===== src/rtl/qpsk_pkg.sv =====
// -----------------------------------------------------------------------------
// qpsk_pkg
// Shared constants and helpers for the QPSK m-sequence test source:
//   - LFSR geometry and seed (5-bit maximal-length, 31-bit period)
//   - the two I/Q amplitude levels
//   - phase encoding of the fs/4 carrier and its per-phase select/sign tables
//   - small helpers for level mapping, negation and the differential Gray step
// No ports; imported by mseq_lfsr and qpsk_mseq_mod.
// -----------------------------------------------------------------------------
package qpsk_pkg;

  localparam int LFSR_W  = 5;
  localparam int SEQ_LEN = 31;

  localparam logic [LFSR_W-1:0] LFSR_SEED = 5'b00001;

  localparam logic signed [7:0] AMP_POS = 8'sh7F;
  localparam logic signed [7:0] AMP_NEG = 8'sh81;

  // Carrier phase; one full carrier cycle spans one QPSK symbol.
  typedef enum logic [1:0] {
    PH_0 = 2'd0,
    PH_1 = 2'd1,
    PH_2 = 2'd2,
    PH_3 = 2'd3
  } phase_e;

  // Bit n of each table applies to phase n.
  // Phase sequence of the mixer output is I, -Q, -I, Q.
  localparam logic [3:0] CARRIER_SEL_Q = 4'b1010;
  localparam logic [3:0] CARRIER_NEG   = 4'b0110;

  // A set data bit maps to the negative level.
  function automatic logic signed [7:0] level_of(input logic b);
    return b ? AMP_NEG : AMP_POS;
  endfunction

  // Only +/-127 and 0 ever reach this, so the negation cannot overflow.
  function automatic logic signed [7:0] negate8(input logic signed [7:0] v);
    return -v;
  endfunction

  // Gray-coded dibit to quadrant increment: 00->0, 01->1, 11->2, 10->3.
  function automatic logic [1:0] gray_step(input logic [1:0] dibit);
    return {dibit[1], dibit[1] ^ dibit[0]};
  endfunction

endpackage


===== src/rtl/mseq_lfsr.sv =====
// -----------------------------------------------------------------------------
// mseq_lfsr
// 5-bit Fibonacci right-shift LFSR, polynomial x^5 + x^3 + 1, seeded with
// LFSR_SEED on reset. Advances one step on every clock where en is high.
// Ports:
//   clk    in   rising-edge clock
//   rst_n  in   asynchronous active-low reset (loads the seed)
//   en     in   advance enable
//   bit_o  out  current sequence bit (state bit 0)
//   state  out  full register contents
// -----------------------------------------------------------------------------
module mseq_lfsr
  import qpsk_pkg::*;
(
  input  logic              clk,
  input  logic              rst_n,
  input  logic              en,
  output logic              bit_o,
  output logic [LFSR_W-1:0] state
);

  logic [LFSR_W-1:0] state_q;
  logic [LFSR_W-1:0] state_d;

  // Feedback taps are bits 0 and 3; the new bit enters at the top.
  always_comb begin
    state_d = state_q;
    if (en) begin
      state_d = {state_q[0] ^ state_q[3], state_q[LFSR_W-1:1]};
    end
  end

  always_ff @(posedge clk or negedge rst_n) begin
    if (!rst_n) begin
      state_q <= LFSR_SEED;
    end else begin
      state_q <= state_d;
    end
  end

  assign bit_o = state_q[0];
  assign state = state_q;

endmodule


===== src/rtl/qpsk_mseq_mod.sv =====
// -----------------------------------------------------------------------------
// qpsk_mseq_mod
// Self-contained QPSK test source: an m-sequence is paired into dibits,
// mapped to +/-127 I/Q levels and mixed onto an fs/4 carrier.
// One bit every 2 clocks, one symbol (= one carrier cycle) every 4 clocks.
// Ports:
//   CLK_50MHZ    in   board clock, rising edge
//   RST_N        in   asynchronous active-low reset
//   out_fun      out  current m-sequence bit
//   dataI        out  signed in-phase level (+127 / -127, 0 after reset)
//   dataQ        out  signed quadrature level
//   data_origin  out  signed carrier sample, one register behind dataI/dataQ
//   buff_wr      out  last 31 emitted bits, newest in bit 0
// Build option:
//   QPSK_DIFF_EN  when defined, symbols are differentially encoded through a
//                 2-bit quadrant accumulator; otherwise direct mapping.
// -----------------------------------------------------------------------------
module qpsk_mseq_mod
  import qpsk_pkg::*;
(
  input  logic                     CLK_50MHZ,
  input  logic                     RST_N,
  output logic                     out_fun,
  output logic signed [7:0]        dataI,
  output logic signed [7:0]        dataQ,
  output logic signed [7:0]        data_origin,
  output logic [SEQ_LEN-1:0]       buff_wr
);

  phase_e                ph_q, ph_d;
  logic                  advance;
  logic                  lfsrBit;
  logic [LFSR_W-1:0]     lfsrState;
  logic                  unusedStateBits;

  logic                  b1_q, b1_d;
  logic signed [7:0]     dataI_q, dataI_d;
  logic signed [7:0]     dataQ_q, dataQ_d;
  logic signed [7:0]     origin_q, origin_d;
  logic signed [7:0]     carrierSrc;
  logic [SEQ_LEN-1:0]    buff_q, buff_d;
`ifdef QPSK_DIFF_EN
  logic [1:0]            quad_q, quad_d;
`endif

  // The sequence advances on the second and fourth clock of each symbol,
  // giving two bits per carrier cycle.
  assign advance = (ph_q == PH_1) || (ph_q == PH_3);

  mseq_lfsr u_lfsr (
    .clk   (CLK_50MHZ),
    .rst_n (RST_N),
    .en    (advance),
    .bit_o (lfsrBit),
    .state (lfsrState)
  );

  // Only the output bit is needed here; the rest of the state is observable
  // on the sub-module port for debug.
  assign unusedStateBits = ^lfsrState[LFSR_W-1:1];

  // Next-state: phase counter, dibit latch, mapper, history and mixer.
  always_comb begin
    ph_d     = phase_e'(ph_q + 2'd1);
    b1_d     = b1_q;
    dataI_d  = dataI_q;
    dataQ_d  = dataQ_q;
    buff_d   = buff_q;
`ifdef QPSK_DIFF_EN
    quad_d   = quad_q;
`endif

    if (advance) begin
      buff_d = {buff_q[SEQ_LEN-2:0], lfsrBit};
    end

    if (ph_q == PH_1) begin
      b1_d = lfsrBit;
    end

    // Second bit of the dibit is taken straight from the LFSR at this edge.
    if (ph_q == PH_3) begin
`ifdef QPSK_DIFF_EN
      quad_d  = quad_q + gray_step({b1_q, lfsrBit});
      dataI_d = level_of(quad_d[1] ^ quad_d[0]);
      dataQ_d = level_of(quad_d[1]);
`else
      dataI_d = level_of(b1_q);
      dataQ_d = level_of(lfsrBit);
`endif
    end

    // Mixer works on the registered levels, so it trails them by one stage.
    carrierSrc = CARRIER_SEL_Q[ph_q] ? dataQ_q : dataI_q;
    origin_d   = CARRIER_NEG[ph_q] ? negate8(carrierSrc) : carrierSrc;
  end

  always_ff @(posedge CLK_50MHZ or negedge RST_N) begin
    if (!RST_N) begin
      ph_q     <= PH_0;
      b1_q     <= 1'b0;
      dataI_q  <= '0;
      dataQ_q  <= '0;
      origin_q <= '0;
      buff_q   <= '0;
`ifdef QPSK_DIFF_EN
      quad_q   <= 2'd0;
`endif
    end else begin
      ph_q     <= ph_d;
      b1_q     <= b1_d;
      dataI_q  <= dataI_d;
      dataQ_q  <= dataQ_d;
      origin_q <= origin_d;
      buff_q   <= buff_d;
`ifdef QPSK_DIFF_EN
      quad_q   <= quad_d;
`endif
    end
  end

  assign out_fun     = lfsrBit;
  assign dataI       = dataI_q;
  assign dataQ       = dataQ_q;
  assign data_origin = origin_q;
  assign buff_wr     = buff_q;

endmodule


===== config.mk =====
export PLATFORM = sky130hd
export DESIGN_NAME = qpsk_mseq_mod
export DESIGN_NICKNAME = d
export VERILOG_FILES = /design/src/rtl/qpsk_pkg.sv /design/src/rtl/mseq_lfsr.sv /design/src/rtl/qpsk_mseq_mod.sv
export SDC_FILE = /design/constraint.sdc
export NUM_CORES = 1
export LEC_CHECK = 0
export BUFFER_PORTS_ARGS = -buffer_cell sky130_fd_sc_hd__buf_2
export CAP_MARGIN = 20
export CORE_MARGIN = 5
export CORE_UTILIZATION = 48
export CTS_BUF_LIST = sky130_fd_sc_hd__clkbuf_8
export DETAILED_ROUTE_END_ITERATION = 12
export MAX_ROUTING_LAYER = met4
export PLACE_DENSITY = 0.75
export SLEW_MARGIN = 10
export SYNTH_ARGS = -nofsm -noshare
export SYNTH_HDL_FRONTEND = slang
export SYNTH_SLANG_ARGS = --single-unit

===== constraint.sdc =====
create_clock -name CLK_50MHZ -period 1.7 [get_ports CLK_50MHZ]
set_clock_uncertainty 0.05 [all_clocks]
set_input_delay 0.17 -clock CLK_50MHZ [delete_from_list [all_inputs] [get_ports CLK_50MHZ]]
set_output_delay 0.17 -clock CLK_50MHZ [all_outputs]
set_load 0.02 [all_outputs]

# Yosys cells after proc, flatten, opt, wreduce, memory -nomap -nowiden
# Cells that the tools add are included.
dict set report totals {
  regBits 63
  inputBits 2
  output_inout_bits 56
  elab_cells 22
}
dict set report classes {
  n_addsub 2
  order_cmp 1
  eq_ne 2
  muxes 8
  bitwise 1
  n_reduce_logical 1
}
# operator n
set op_table {}
lappend op_table {{$mux 8} 4}
lappend op_table {{$neg 8->8} 1}
lappend op_table {{$bmux 1 s2} 2}
lappend op_table {{$lt 2x3->1 const B} 1}
lappend op_table {{$add 2x1->2 const B} 1}
lappend op_table {{$eq 2x1->1 const B} 1}
lappend op_table {{$eq 2x2->1 const B} 1}
lappend op_table {{$mux 1} 2}
lappend op_table {{$logic_or 1x1->1} 1}
lappend op_table {{$xor 1x1->1} 1}

# Logic depth before layout (Yosys ltp)
# Gate-level depths: netlist (run 1).
dict set report depth {
  depth_word 5
  ltp_mapped 5
  mapped_depth_nobuf 4
}

# Hierarchy
# Synthesis (run 1) repeated with hierarchy kept, for this count alone.
dict set report hier_totals {
  cells_unflattened 133
  hier_area_um2 2110.8
}
# mod n_inst cells_each area_per_inst_um2 seq_area_each_um2
set modules_own_cells {}
lappend modules_own_cells {qpsk_mseq_mod 1 120 1914.3 1076.0}
lappend modules_own_cells {mseq_lfsr 1 13 196.4 126.4}

# Worst setup path after synthesis (run 1)
# OpenSTA, ideal clock, no wires.
dict set report synth_path {
  kind {flip-flop to flip-flop}
  start {register ph_q[0]}
  end {register buff_q[0] (netlist: buff_wr[0])}
  setup_ps 125
  arrival_ps 1407
  required_ps 1525
  path_slack_ps 118
  stages_incl_launch_ff 6
  n_path_buf 2
  period_less_slack_ps 1582
  path_cell_list {dfrtp_1 ha_1 buf_6 nor2_8 buf_12 mux2_4}
}
dict set report synth_via {
  elab_chain_len 2
  word_cells_on_any_way 3
  cone_classes {2 x eq/ne; 1 x reduce/logical}
}
# item line_no
set synth_lines {}
lappend synth_lines {{start: declaration} qpsk_mseq_mod.sv:30} ;# phase_e ph_q, ph_d;
lappend synth_lines {{start signal: assignment} qpsk_mseq_mod.sv:110} ;# ph_q <= ph_d;
lappend synth_lines {{$eq 2x1->1 / $eq 2x2->1 (equally long branches)} qpsk_mseq_mod.sv:48} ;# assign advance = (ph_q == PH_1) || (ph_q == PH_3);
lappend synth_lines {{$logic_or 1x1->1 *} qpsk_mseq_mod.sv:48}
lappend synth_lines {{end signal: assignment} qpsk_mseq_mod.sv:115} ;# buff_q <= buff_d;
lappend synth_lines {{end: declaration} qpsk_mseq_mod.sv:41} ;# logic [SEQ_LEN-1:0] buff_q, buff_d;
# Mark *: on every way between the ends. The rest lies on a longest branch, timed or not.
# A chain may end at the register's enable or synchronous reset.

# Final worst setup path (run 1)
dict set report layout_path {
  start {register ph_q[0]}
  end {register buff_q[24] (netlist: buff_wr[24])}
}
# The elaborated chain is that of the path after synthesis.

==> metrics.txt, run 1 <==
routed wirelength normalized by instance count 15.3 um; slew margin rel. 67.3%; number of I/O port buffers 57; H-tree depth 2; fraction of power spent switching nets 19.0%; max-cap viol count 0; Synthesis Warnings 0; Initial Utilization 48.9%; placeable core region 4320 um2; clock insertion delay at the later pin of the skew report 300 ps; clock power share 41.8%; compound-gate portion of the synthesized area 0.710%; Seq pwr share 56.7%; post-layout utilization of the core 57.4%; maximum clock rate 0.631 GHz; via total after detailed routing 1127; outcome finished, final reports clean; number of iterations in the first detailed-routing pass 3; Inserted Clock Buffers 5; total track usage 13.5%; Site Rows 24; Hold/Removal Path Class in -> async; post-synthesis sequential area ratio 56.9%; detailed-route vias per instance 4.84; clock-pin slew reported for the worst setup and hold paths after clock tree synthesis 90 ps; Yosys cell types 17; sort of element at the start of the critical path register; post-synthesis xor/xnor area fraction 0.828%; leakage 1.32 nW; ANT nets after route 0; count of boundary I/O pins 58; weighted congestion reported at the end of routability-driven placement 0.737; fraction of the mapped netlist area in adder cells 2.37%; initial antenna violation count 0; # clock sinks 48; Area after DPL 2350 um2; summed instance area of the synthesized netlist 2110 um2; most area-hungry cell type in the Yosys netlist dfrtp_1; RSZ-0062 raised after global routing no; setup total negative slack 0 ps; largest net degree at the start of global routing 29; die area 5830 um2; fill cell count 351; area share of the largest cell type after synthesis 55.6%; worst setup path category reg -> reg; Layout Area Growth over Synthesis 17.5%; first-pass GRT wire length 6170 um; layout net count 186; time the worst path needs with I/O delays and setup 1580 ps; via count of the first global-routing pass 1234; cell internal power dissipation 1.63 mW; Syn Inst Count 130; total inserted antenna cells 0; combinational family with the most area after synthesis multiplexers; maximum root-to-sink buffer count 2; post-route DRC violation count 0; period utilization 93.2%; cts repair resizes 0; buffers inserted during post-CTS setup optimization 0; Data required, critical path 1840 ps; average size of a mapped cell 16.3 um2; most common library cell in the layout ignoring fill and taps buf_2; simple-gate share of the synthesized area 1.95%; relative contribution of combinational cells to total power 1.5%; combined area of the multi-input logic cells 706 um2; synth top area cells dfrtp_1, mux2_4, buf_4, mux2_2, buf_12; root cell of the clock tree clkbuf_8; hold-fix buffer count after cts 1; # placed instances 224; Congestion Overflow GR 0; worst-case vdd ir drop 0.000486 V; proportion of layout cells with a drive suffix above 1 61.9%; clock tree from TritonCTS built; Finish-stage setup viols 0; data arrival time at the worst-slack endpoint 1720 ps; initial detailed-routing violation count 38; DPL Wire Length 2600 um; die width 76.4 um; total design power 2.01 mW; pin slew with the least headroom to its limit 491 ps; register area 1200 um2; category of the worst setup path capture point register; post-synthesis sequential element count 48; hold violation count in the final report 0; Final Max Tran Viols 0; most frequent cells in the layout buf_2, dfrtp_1, mux2_4; reg2reg setup slack 120 ps; largest fanout of any net on the critical path 22; sum of routed wire length over all layers 3560 um; fin area 2480 um2; fraction of synthesized area in multiplexers 27.5%; pwr dens 810 nW/um2; die height 76.4 um; power spent charging and discharging nets 382 uW; synthesized net count 136; post-route insts no fill 233
-- power by group through the flow --
stage | Clock, mW | Sequential (mW) | Combinational [mW]
final | 0.840 | 1.14 | 0.0296
after global routing | 0.919 | 1.14 | 0.0362
after CTS | 0.867 | 1.14 | 0.0316
after detailed placement | 0 | 1.16 | 0.0297
after global placement | 0 | 1.16 | 0.0279
after floorplan | 0 | 1.16 | 0.000000437
-- flip-flops by register name, summed over array words and instances, names as in the netlist --
name and count:
ph_q 2, dataI 3, b1_q 1, data_origin 4, dataQ 2, buff_wr 31
u_lfsr.state 5
-- cells in the mapped netlist --
| cell type | number |
|---|---|
| dfstp_2 | 1 |
| xor2_1 | 1 |
| buf_4 | 15 |
| or2_2 | 1 |
| xnor2_1 | 1 |
| mux2_2 | 9 |
| mux2i_1 | 3 |
| nor2_8 | 1 |
| clkbuf_1 | 1 |
| inv_1 | 5 |
| a21oi_1 | 3 |
| buf_12 | 3 |
| dfrtp_1 | 47 |
| nor2_1 | 4 |
| ha_1 | 4 |
| buf_6 | 1 |
| mux2_4 | 30 |
-- layout make-up --
cell class,count,share of cell area (%)
Sequential cell,48,48.4
Clock inverter,2,1.56
Timing Repair Buffer,63,14.9
Tap cell,52,2.62
Multi-Input combinational cell,57,28.4
Clock buffer,6,3.32
Inverter,5,0.756
-- stage by stage --
step,hold WS (ps),setup slack [ps]
finish,331,115
detailed placement,105,122
global route,371,48.0
global placement,99.8,160
floorplan,-176,118
CTS,323,113
-- worst max-delay path, cell delays in order, from the launching register on --
cell	delay (ps)
dfrtp_1	420
ha_1	290
nor2_8	160
buf_12	200
mux2_2	350
-- final timing paths --
check	start	to	cells after the start
max in group asynchronous	RST_N	buff_wr[18]	3
worst max-delay path	ph_q[0]	buff_wr[24]	4
worst min-delay path	RST_N	buff_wr[23]	2
worst max register to register	ph_q[0]	buff_wr[24]	4
worst min register to register	dataI[0]	data_origin[0]	0
min in group CLK_50MHZ	dataI[0]	data_origin[0]	0
-- cell families (layout without fill, tap and decap cells) --
kind of cell             after synthesis  after routing
flip-flops                            48             48
multiplexers                          42             42
buffers and inverters                 25             76
AND/OR/NAND/NOR                        6              6
adder cells (fa/ha/maj)                4              4
AO/OA/AOI/OAI                          3              3
XOR/XNOR                               2              2
-- per-layer routing --
layer / share of wire [%] / vias up / global-route usage [%]
met5: 0 / - / -
met2: 53 / 31 / 22.4
li1: - / 516 / -
met1: 40 / 573 / 15.2
met4: 1.8 / 0 / 6.29
met3: 5.1 / 7 / 3.43
No activity file was read; power rests on OpenSTA's default activity.
==> inputs of run 2 (changes only) <==
Settings changed: CELL_PAD_IN_SITES_DETAIL_PLACEMENT set to 0, CELL_PAD_IN_SITES_GLOBAL_PLACEMENT set to 1, CORE_UTILIZATION 48 to 40, PLACE_DENSITY 0.75 to 0.76, SLEW_MARGIN 10 to not set.
==> metrics.txt, run 2 (synthesis results as in run 1) <==
period utilization 96.9%; Critical Path Sink buff_wr[22]; flip-flop count of the largest register, all copies and words added 31; RSZ-0062 raised after global routing no; largest net degree at the start of global routing 21; worst-case vdd ir drop 0.000307 V; clock tree from TritonCTS built; Congestion Overflow GR 0; initial detailed-routing violation count 18; sort of element at the start of the critical path register; worst reg2reg path endpoint buff_wr[22]; total track usage 12.2%; Final Max Tran Viols 0; ANT nets after route 0; leakage 1.31 nW; root cell of the clock tree clkbuf_8; critical path cell sequence ha_1, nor2_8, buf_12, mux2_2; detailed-route vias per instance 4.44; via count of the first global-routing pass 1200; most frequent cells in the layout buf_2, dfrtp_1, mux2_4; Site Rows 26; total inserted antenna cells 0; routed wirelength normalized by instance count 14.5 um; hold-fix buffer count after cts 1; largest fanout of any net on the critical path 16; clock-pin slew reported for the worst setup and hold paths after clock tree synthesis 80 ps; die height 82.7 um; H-tree depth 2; cts repair resizes 0; die width 82.7 um; maximum clock rate 0.607 GHz; # clock sinks 48; layout net count 187; weighted congestion reported at the end of routability-driven placement 0.698; slew margin rel. 75.5%; clock insertion delay at the later pin of the skew report 300 ps; Layout Area Growth over Synthesis 16.9%; Inserted Clock Buffers 5; first-pass GRT wire length 6020 um; pwr dens 747 nW/um2; data arrival time at the worst-slack endpoint 1780 ps; Initial Utilization 41.4%; Critical Path Source ph_q[0]; outcome finished, final reports clean; die area 6840 um2; post-route DRC violation count 0; Hold/Removal Path Class in -> async; sum of routed wire length over all layers 3660 um; proportion of layout cells with a drive suffix above 1 62.1%; DPL Wire Length 2680 um; initial antenna violation count 0; reg2reg setup slack 50 ps; peak per-stage delay on the critical path 430 ps; beginning of the worst register-to-register path ph_q[0]; pin slew with the least headroom to its limit 357 ps; Finish-stage setup viols 0; max-cap viol count 0; most common library cell in the layout ignoring fill and taps buf_2; hold violation count in the final report 0; via total after detailed routing 1119; placeable core region 5110 um2; time the worst path needs with I/O delays and setup 1650 ps; category of the worst setup path capture point register; Data required, critical path 1830 ps; number of iterations in the first detailed-routing pass 3; worst setup path category reg -> reg; Worst R2R Path Depth 4; maximum root-to-sink buffer count 2; worst hold margin 233 ps; number of I/O port buffers 57; crit path max-delay cell type dfrtp_1; setup total negative slack 0 ps; buffers inserted during post-CTS setup optimization 0; count of boundary I/O pins 58
run 2: cell types whose count changed in the layout (fill, tap and decap cells not counted), sizes merged:
cell    previous run  this run
bufinv             1         0
buf               62        63
clkinv             1         2
run 2: where the power goes:
part / internal [mW] / leakage [nW] / switching, mW
Sequential: 1.14 / 0.634 / 0
Combinational: 0.00535 / 0.630 / 0.0222
Clock: 0.325 / 0.0510 / 0.355
Total: 1.47 / 1.31 / 0.377
run 2: final cells by class:
cell class	count	area, um2
fill	457	2640
sequential	48	1200
multi-input combinational	57	706
timing repair buffer	64	365
tap	70	87.6
clock buffer	6	82.6
inverter	5	18.8
clock inverter	2	10.0
run 2: worst min-delay path by stage:
stage               slack (ps)  cells past startpoint               to
floorplan                 -180                      0             b1_q
global placement            -6                      1      buff_wr[29]
detailed placement           1                      1  u_lfsr.state[1]
CTS                        240                      2      buff_wr[29]
global route               280                      2      buff_wr[29]
finish                     230                      2      buff_wr[29]
run 2: critical path: cells and delay by family, from the launching register on:
kind	cells	cell delay [ps]
multiplexers	1	350
buffers and inverters	1	190
adder cells (fa/ha/maj)	1	300
AND/OR/NAND/NOR	1	210
flip-flops	1	430
run 2: routing by layer:
layer	vias to the layer above	GRT usage [%]	routed length (um)	part of all wire, %
met5	-	-	0	0
met3	4	4.23	266	7.3
met2	45	18.5	1680	46
li1	518	-	-	-
met4	0	3.43	29	0.79
met1	552	15.6	1690	46
run 2: per-stage QoR:
stage / setup slack, ps / std cells / utilization, % / power [mW] / instance area, um2
final: 52.4 / 252 / 48.4 / 1.85 / 2470
after global routing: 5.56 / 252 / 48.4 / 1.92 / 2470
after CTS: 42.3 / 252 / 48.4 / 1.88 / 2470
after detailed placement: 61.5 / 243 / 46.4 / 1.19 / 2370
after global placement: 131 / 243 / 46.4 / 1.19 / 2370
after floorplan: 118 / 130 / - / 1.16 / 2110
==> inputs of run 3 (changes only) <==
Settings changed: ABC_AREA set to 1, ABC_CLOCK_PERIOD_IN_PS set to 1700, CORE_ASPECT_RATIO set to 0.9, CORE_UTILIZATION 40 to 36.
==> metrics.txt, run 3 <==
Syn Inst Count 220; number of I/O port buffers 57; worst setup path category reg -> reg; summed instance area of the synthesized netlist 2030 um2; ANT nets after route 0; clock power share 37.0%; setup total negative slack 0 ps; sum of routed wire length over all layers 3880 um; worst reg2reg path endpoint buff_wr[0]; average size of a mapped cell 9.21 um2; total track usage 11.9%; critical path cell sequence ha_1, nor2_2, buf_6, nand2_1, o21ai_2; Initial Utilization 36.4%; most area-hungry cell type in the Yosys netlist dfrtp_1; sort of element at the start of the critical path register; synth top area cells dfrtp_1, nand2_1, buf_4, inv_1, ha_1; hold violation count in the final report 0; DPL Wire Length 2700 um; Layout Area Growth over Synthesis 16.3%; clock tree from TritonCTS built; post-route DRC violation count 0; flip-flop count of the largest register, all copies and words added 31; total inserted antenna cells 0; outcome finished, final reports clean; number of enable-type register cells in the synthesized netlist 0; peak per-stage delay on the critical path 450 ps; weighted congestion reported at the end of routability-driven placement 0.759; detailed-route vias per instance 4.33; commonest cells in the netlist nand2_1, dfrtp_1, buf_4; category of the worst setup path capture point register; layout net count 271; post-synthesis sequential area ratio 59.4%; initial detailed-routing violation count 47; via count of the first global-routing pass 1348; Hold/Removal Path Class in -> async; cell internal power dissipation 1.47 mW; maximum root-to-sink buffer count 2; area share of the largest cell type after synthesis 58.1%; max-cap viol count 0; pwr dens 790 nW/um2; clock insertion delay at the later pin of the skew report 300 ps; crit path max-delay cell type dfrtp_1; count of boundary I/O pins 58; # clock sinks 48; worst hold margin 302 ps; Congestion Overflow GR 0; synthesized net count 226; worst-case vdd ir drop 0.000368 V; slew margin rel. 67.3%; fill cell count 588; Area after DPL 2250 um2; async set-or-reset flop fraction in the synthesized netlist 100%; maximum clock rate 0.640 GHz; period utilization 91.9%; routed wirelength normalized by instance count 11.6 um; Finish-stage setup viols 0; RSZ-0062 raised after global routing no; pin slew with the least headroom to its limit 490 ps; first-pass GRT wire length 6400 um; largest net degree at the start of global routing 38; number of iterations in the first detailed-routing pass 4; Worst Setup Slack post-DPL 105 ps; placeable core region 5560 um2; die area 7230 um2; data arrival time at the worst-slack endpoint 1740 ps; Post-synth top flop dfrtp_1; initial antenna violation count 0; power spent charging and discharging nets 392 uW; post-synthesis sequential element count 48; fin area 2360 um2; Inserted Clock Buffers 5; Seq pwr share 61.3%; relative contribution of combinational cells to total power 1.7%; clock-pin slew reported for the worst setup and hold paths after clock tree synthesis 90 ps; proportion of layout cells with a drive suffix above 1 27.8%; Site Rows 26; H-tree depth 2; Yosys cell types 17; most frequent cells in the layout nand2_1, buf_2, dfrtp_1; die height 81.2 um; die width 89.1 um; Worst R2R Path Depth 5; worst path setup slack after routing 138 ps; most frequent cell after synthesis nand2_1; beginning of the worst register-to-register path ph_q[0]; Final Max Tran Viols 0; Synthesis Warnings 0; time the worst path needs with I/O delays and setup 1560 ps; fraction of power spent switching nets 21.0%; leakage 1.35 nW; Data required, critical path 1880 ps; reg2reg setup slack 140 ps; root cell of the clock tree clkbuf_8; largest fanout of any net on the critical path 37; via total after detailed routing 1456; most common library cell in the layout ignoring fill and taps nand2_1
## run 3: changes by cell type after synthesis, moves of 6 or more
cell | before | now
nand2_1 | 0 | 108
mux2_4 | 30 | 0
inv_1 | 5 | 15
mux2_2 | 9 | 0
o21ai_0 | 0 | 6
## run 3: area by class of cell
class                           instances  area [um2]  area share, %
Inverter                               16        62.6           2.66
Clock buffer                            6        82.6           3.51
Timing Repair Buffer                   61         334           14.2
Clock inverter                          2        7.51          0.319
Sequential cell                        48        1200           51.0
Multi-Input combinational cell        133         579           24.6
Tap cell                               70        87.6           3.72
## run 3: how the worst max path moves through the flow
| stage | from | endpoint | slack (ps) |
|---|---|---|---|
| 6_report | ph_q[0] | buff_wr[0] | 140 |
| 3_5_place_dp | ph_q[0] | buff_wr[29] | 110 |
| 3_3_place_gp | ph_q[0] | buff_wr[30] | 150 |
| 5_1_grt | ph_q[0] | u_lfsr.state[2] | 10 |
| 4_1_cts | ph_q[0] | buff_wr[29] | 90 |
| 2_1_floorplan | dataI[6] | data_origin[7] | 280 |
## run 3: cells by family after synthesis
group | Yosys count | synth area share [%]
simple gates | 115 | 21.9
compound gates | 14 | 4.26
fa+ha+maj | 4 | 2.47
buf+inv | 39 | 12.0
flops | 48 | 59.4
## run 3: stage by stage
stage | utilization, % | std cells | total power [mW]
floorplan | - | 220 | 1.16
global placement | 40.4 | 327 | 1.20
detailed placement | 40.4 | 327 | 1.20
CTS | 42.2 | 336 | 1.89
global route | 42.4 | 336 | 1.94
finish | 42.4 | 336 | 1.86
## run 3: metal layers
layer | part of all wire, % | up-vias | GRT usage, %
li1 | - | 735 | -
met5 | 0 | - | -
met2 | 40 | 47 | 16.2
met3 | 8.2 | 7 | 3.14
met1 | 50 | 667 | 16.7
met4 | 1.8 | 0 | 5.36
## run 3: timing repair
| action | in CTS | in global routing |
|---|---|---|
| buffers inserted | 0 | 0 |
| resized for setup | 0 | 3 |
| hold endpoints to repair | 18 | 0 |
| hold buffers | 1 | 0 |
| endpoints found under the setup margin | 0 | 33 |
## run 3: power by group through the flow
stage / clock network, mW / logic (mW) / registers (mW)
after CTS: 0.719 / 0.0338 / 1.14
final: 0.690 / 0.0310 / 1.14
after detailed placement: 0 / 0.0320 / 1.16
after global routing: 0.765 / 0.0373 / 1.14
after global placement: 0 / 0.0318 / 1.16
after floorplan: 0 / 0.000000486 / 1.16
## run 3: critical path, delay by kind of cell, from the launching register on
family | cells | cell delay, ps
adders and majority gates | 1 | 320
DFF | 1 | 450
buffers and inverters | 1 | 300
and+or+nand+nor | 2 | 300
AOI/OAI and AO/OA | 1 | 60
